## src/rtl/trap_sequencer.sv

```systemverilog
// Machine-mode trap/return sequencer for the CSR file.
// Accepts exceptions, interrupts and MRET, then strobes the CSR updates.
module trap_sequencer #(
   parameter int unsigned RESET_HOLD_CYCLES = 1
) (
   input  logic       clk_in,
   input  logic       rst_in,
   input  logic       stall_in,
   input  logic       illegal_instr_in,
   input  logic       misaligned_instr_in,
   input  logic       misaligned_load_in,
   input  logic       misaligned_store_in,
   input  logic       ecall_in,
   input  logic       ebreak_in,
   input  logic       mret_in,
   input  logic       mie_in,
   input  logic       meie_in,
   input  logic       mtie_in,
   input  logic       msie_in,
   input  logic       meip_in,
   input  logic       mtip_in,
   input  logic       msip_in,
   output logic       i_or_e_out,
   output logic [3:0] cause_out,
   output logic       set_cause_out,
   output logic       set_epc_out,
   output logic       mie_clear_out,
   output logic       mie_set_out,
   output logic       misaligned_exception_out,
   output logic       instret_inc_out,
   output logic [1:0] pc_src_out,
   output logic       flush_out
);

   typedef enum logic [1:0] {
      S_RESET,
      S_OPER,
      S_TAKEN,
      S_RETURN
   } state_t;

   localparam logic [3:0] HOLD_LAST = 4'(RESET_HOLD_CYCLES - 1);

   state_t     state_q, state_d;
   logic [3:0] cnt_q, cnt_d;
   logic [3:0] cause_q, cause_d;
   logic       ie_q, ie_d;
   logic       mis_q, mis_d;

   logic       exc;
   logic       mis_any;
   logic       ext_irq;
   logic       sw_irq;
   logic       tmr_irq;
   logic       irq;
   logic [3:0] exc_cause;
   logic [3:0] irq_cause;

   assign mis_any = misaligned_instr_in | misaligned_load_in
                  | misaligned_store_in;
   assign exc     = mis_any | illegal_instr_in | ecall_in | ebreak_in;
   assign ext_irq = meie_in & meip_in;
   assign sw_irq  = msie_in & msip_in;
   assign tmr_irq = mtie_in & mtip_in;
   assign irq     = mie_in & (ext_irq | sw_irq | tmr_irq);

   // Exception cause, highest-priority source first
   always_comb begin
      exc_cause = 4'd11;
      priority case (1'b1)
         misaligned_instr_in: exc_cause = 4'd0;
         illegal_instr_in:    exc_cause = 4'd2;
         ebreak_in:           exc_cause = 4'd3;
         misaligned_load_in:  exc_cause = 4'd4;
         misaligned_store_in: exc_cause = 4'd6;
         default:             exc_cause = 4'd11;
      endcase
   end

   // Interrupt cause: external, then software, then timer
   always_comb begin
      irq_cause = 4'd7;
      priority case (1'b1)
         ext_irq: irq_cause = 4'd11;
         sw_irq:  irq_cause = 4'd3;
         default: irq_cause = 4'd7;
      endcase
   end

   // Next-state, trap capture and Moore strobe decode
   always_comb begin
      state_d         = state_q;
      cnt_d           = cnt_q;
      cause_d         = cause_q;
      ie_d            = ie_q;
      mis_d           = mis_q;
      set_cause_out   = 1'b0;
      set_epc_out     = 1'b0;
      mie_clear_out   = 1'b0;
      mie_set_out     = 1'b0;
      instret_inc_out = 1'b0;
      pc_src_out      = 2'b00;
      flush_out       = 1'b1;
      unique case (state_q)
         S_RESET: begin
            if (cnt_q == HOLD_LAST) begin
               cnt_d   = 4'd0;
               state_d = S_OPER;
            end else begin
               cnt_d = cnt_q + 4'd1;
            end
         end
         S_OPER: begin
            pc_src_out = 2'b10;
            flush_out  = 1'b0;
            if (!stall_in) begin
               if (exc) begin
                  cause_d = exc_cause;
                  ie_d    = 1'b0;
                  mis_d   = mis_any;
                  state_d = S_TAKEN;
               end else if (irq) begin
                  cause_d = irq_cause;
                  ie_d    = 1'b1;
                  mis_d   = 1'b0;
                  state_d = S_TAKEN;
               end else if (mret_in) begin
                  state_d = S_RETURN;
               end else begin
                  instret_inc_out = 1'b1;
               end
            end
         end
         S_TAKEN: begin
            set_cause_out = 1'b1;
            set_epc_out   = 1'b1;
            mie_clear_out = 1'b1;
            pc_src_out    = 2'b11;
            state_d       = S_OPER;
         end
         S_RETURN: begin
            mie_set_out = 1'b1;
            pc_src_out  = 2'b01;
            state_d     = S_OPER;
         end
         default: state_d = S_RESET;
      endcase
   end

   // State, hold counter and captured trap info
   always_ff @(posedge clk_in or negedge rst_in) begin
      if (!rst_in) begin
         state_q <= S_RESET;
         cnt_q   <= 4'd0;
         cause_q <= 4'd0;
         ie_q    <= 1'b0;
         mis_q   <= 1'b0;
      end else begin
         state_q <= state_d;
         cnt_q   <= cnt_d;
         cause_q <= cause_d;
         ie_q    <= ie_d;
         mis_q   <= mis_d;
      end
   end

   assign cause_out                = cause_q;
   assign i_or_e_out               = ie_q;
   assign misaligned_exception_out = mis_q;

endmodule

```

## config.mk

```make
export PLATFORM = sky130hd
export DESIGN_NAME = trap_sequencer
export DESIGN_NICKNAME = d
export VERILOG_FILES = /design/src/rtl/trap_sequencer.sv
export SDC_FILE = /design/constraint.sdc
export NUM_CORES = 1
export LEC_CHECK = 0
export CAP_MARGIN = 25
export CORE_MARGIN = 3
export CORE_UTILIZATION = 44
export DETAILED_ROUTE_END_ITERATION = 6
export PLACE_DENSITY = 0.95
export SLEW_MARGIN = 30
export SYNTH_ARGS = -nofsm -noshare
export SYNTH_HDL_FRONTEND = slang
export SYNTH_SLANG_ARGS = --single-unit
```

## constraint.sdc

```tcl
create_clock -name clk_in -period 4.3 [get_ports clk_in]
set_clock_uncertainty 0.05 [all_clocks]
set_input_delay 0.43 -clock clk_in [delete_from_list [all_inputs] [get_ports clk_in]]
set_output_delay 0.43 -clock clk_in [all_outputs]
set_load 0.05 [all_outputs]
```

==> flow_metrics.py <==
metrics = {
    "layout": {
        "seq_area_um2": 300,
        "syn_to_final_growth_pct": 47.3,
        "final_core_util_pct": 74.9,
        "multi_input_area_um2": 374,
        "drive_gt1_share_pct": 9.43,
        "fin_nets": 131,
        "fill_cells": 95,
        "diodes": 0,
    },
    "route": {
        "post-route-drc-count": 0,
        "first_pass_iters": 4,
        "via_per_inst": 5.39,
        "antenna_left": 0,
        "first_iter_violations": 2,
        "wl_mm": 1.87,
        "vias": 652,
        "detail_route.wl_per_cell_um": 15.4,
    },
    "sta": {
        "post-route-period-util_pct": 68.0,
        "finalSetupViolCount": 0,
        "fin_ws_ps": 1370,
        "hold_viol_final": 0,
        "fin_crit_ps": 2930,
        "max_freq_mhz": 342,
        "tns_ps": 0,
        "tightest_slew_ps": 516,
        "rsz0062_at_grt": "false",
        "maxSlewViolCount": 0,
        "slew-limit-headroom_pct": 65.5,
    },
    "place": {
        "dp_slack_ps": 1360,
        "io_buffers": 30,
        "dp_hpwl_mm": 1.51,
        "gp_congestion": 0.814,
    },
    "cts": {
        "path_clk_slew_ps": 70,
        "ctsHoldBuffers": 0,
        "ctsLongestPathBuffers": 2,
        "htreeDepth": 1,
        "cts_tree": "yes",
        "cts_sinks": 12,
        "post_cts_buffers": 0,
        "cts_buffers": 3,
        "clk_latency_ps": 270,
        "root_buffer": "clkbuf_4",
        "cts-resized-gates": 0,
    },
    "floorplanning": {
        "rows": 13,
        "dieWidth_um": 46.4,
        "ios": 31,
        "initial_core_util_pct": 50.8,
        "core_region_area_um2": 1420,
        "fp.dieArea_um2": 2160,
        "die_h_um": 46.4,
    },
    "global_route": {
        "gr-total-overflow": 0,
        "grt_antenna_before_repair": 0,
        "use_met3_pct": 1.17,
        "grt_pass1_vias": 667,
        "grt_first_pass_wirelength_mm": 2.88,
        "grt.total_usage_pct": 19.0,
        "grt_use_met1_pct": 21.1,
        "busiest_layer": "met2",
        "grtUsageMet2_pct": 37.1,
        "grt_max_degree": 13,
    },
    "power": {
        "swShare_pct": 49.7,
        "p_leak_nw": 0.480,
        "combPwrFrac_pct": 62.4,
        "seq_power_share_pct": 24.2,
        "power_w": 0.000654,
        "power_frac_clock_pct": 13.5,
        "p_switching_w": 0.000325,
        "max-vdd-ir-drop_mv": 0.481,
        "power.density_nw_per_um2": 617,
        "power.internal_w": 0.000329,
    },
    "synth": {
        "synth_area_um2": 719,
        "yosysWarnings": 0,
        "synth_nets": 98,
        "yosysUniqueCellTypes": 26,
        "postSynthAreaPerCell_um2": 9.72,
        "synthCells": 74,
        "yosysSeqAreaShare_pct": 41.7,
        "synth_seq_cells": 12,
    },
    "critical_path": {
        "worstReg2RegEnd": "state_q[1]$_DFFE_PN0P_",
        "critical_path.max_fanout": 3,
        "path_depth": 5,
        "cp.arrival_ps": 2450,
        "reg2reg_depth": 6,
        "slowest_delay_ps": 820,
        "crit_slowest_cell": "clkdlybuf4s50_1",
        "critPathCapture": "instret_inc_out",
        "crit_type": "in -> out",
        "cpMostUsedCell": "clkdlybuf4s50_1",
        "crit_path_start": "meie_in",
        "crit_family": "buffers and inverters",
        "cp_cell_sequence": "clkdlybuf4s50_1 -> a222oi_1 -> o2111ai_1 -> nor2_1 -> clkdlybuf4s50_1",
        "worstPathRequired_ps": 3820,
        "r2r_setup_slack_ps": 2680,
        "cp-start-kind": "input pin",
        "rr_startpoint": "state_q[1]$_DFFE_PN0P_",
        "cp_num_buf_inv": 2,
        "crit_path_end_kind": "primary output",
    },
    "hold_path": {
        "hold_class": "reg -> reg",
    },
    "flow_run": {
        "cap_violations": 0,
    },
    "outcome": {
        "run_status": "complete, no violations",
    },
}
## state kept, by name, indices dropped and copies added (netlist names)
| name | cells |
|---|---|
| cnt_q | 4 |
| misaligned_exception_out | 1 |
| cause_out | 4 |
| i_or_e_out | 1 |
| state_q | 2 |
## layout make-up
| type | count | area share (%) |
|---|---|---|
| Tap cell | 15 | 1.77 |
| Clock buffer | 4 | 3.42 |
| Timing Repair Buffer | 30 | 28.3 |
| Sequential cell | 12 | 28.3 |
| Inverter | 8 | 2.83 |
| Multi-Input combinational cell | 52 | 35.3 |
## routing by layer
layer | vias up | part of all wire [%]
met1 | 315 | 37
li1 | 321 | -
met5 | - | 0
met4 | 0 | 0.80
met2 | 14 | 57
met3 | 2 | 4.7
## worst min path at each step
| stage | end | slack, ps | from | cells past startpoint |
|---|---|---|---|---|
| after floorplan | cause_out[0]$_DFFE_PN0P_ | 80 | rst_in | 0 |
| after global placement | cnt_q[3]$_DFFE_PN0N_ | 410 | cnt_q[3]$_DFFE_PN0N_ | 1 |
| after detailed placement | cnt_q[3]$_DFFE_PN0N_ | 420 | cnt_q[3]$_DFFE_PN0N_ | 1 |
| after CTS | cnt_q[3]$_DFFE_PN0N_ | 430 | cnt_q[3]$_DFFE_PN0N_ | 1 |
| after global routing | cnt_q[3]$_DFFE_PN0N_ | 450 | cnt_q[3]$_DFFE_PN0N_ | 1 |
| final | cnt_q[3]$_DFFE_PN0N_ | 430 | cnt_q[3]$_DFFE_PN0N_ | 1 |
## stage by stage
step                cell area (µm²)  instances  hold slack, ps
floorplan                       719         74            84.4
global route                   1060        121             452
detailed placement             1020        117             416
global placement               1020        117             410
finish                         1060        121             430
CTS                            1060        121             431
## placed cells by master (no fill, tap or decap), drive strengths merged, types with 4 or more instances in the layout
| cell | instances |
|---|---|
| nor2 | 6 |
| inv | 8 |
| ha | 7 |
| nand2 | 6 |
| dfrtp | 12 |
| clkdlybuf4s50 | 30 |
| mux2 | 5 |
| o21ai | 4 |
| clkbuf | 4 |
| a21oi | 4 |
## power by group through the flow
stage | clock [W] | sequential (W) | combinational (W)
4_1_cts | 0.0000914 | 0.000158 | 0.000410
3_3_place_gp | 0 | 0.000156 | 0.000398
5_1_grt | 0.0000922 | 0.000161 | 0.000428
3_5_place_dp | 0 | 0.000160 | 0.000409
2_1_floorplan | 0 | 0.000210 | 0.000229
6_report | 0.0000880 | 0.000158 | 0.000408
## Yosys cell counts
master / instances / share of area (%)
dfrtp_1: 12 / 42
inv_1: 8 / 4.2
ha_1: 7 / 12
nand2_1: 6 / 3.1
nor2_1: 6 / 3.1
mux2_2: 5 / 7.8
a21oi_1: 4 / 2.8
o21ai_0: 3 / 2.1
a31oi_1: 2 / 1.7
buf_4: 2 / 2.1
mux2i_1: 2 / 2.8
nor3_1: 2 / 1.4
or3_1: 2 / 1.7
a222oi_1: 1 / 1.4
a41oi_1: 1 / 1.2
and2_1: 1 / 0.87
nand2b_1: 1 / 0.87
nand3_1: 1 / 0.69
nand3_2: 1 / 1.4
nand4_1: 1 / 0.87
nor2b_1: 1 / 0.87
nor4_1: 1 / 0.87
o2111ai_1: 1 / 1.2
o211ai_1: 1 / 1.0
o21ai_1: 1 / 0.69
xnor2_1: 1 / 1.2
## kinds of logic (layout without fill, tap and decap cells)
kind of cell	Yosys count	after routing	share of synthesized area, %
buffers and inverters	10	42	6.26
flip-flops	12	12	41.7
AO/OA/AOI/OAI	14	14	12.2
adder cells (fa/ha/maj)	7	7	12.2
multiplexers	7	7	10.6
XOR/XNOR	1	1	1.22
AND/OR/NAND/NOR	23	23	15.8
(Power assumes the default switching activity.)
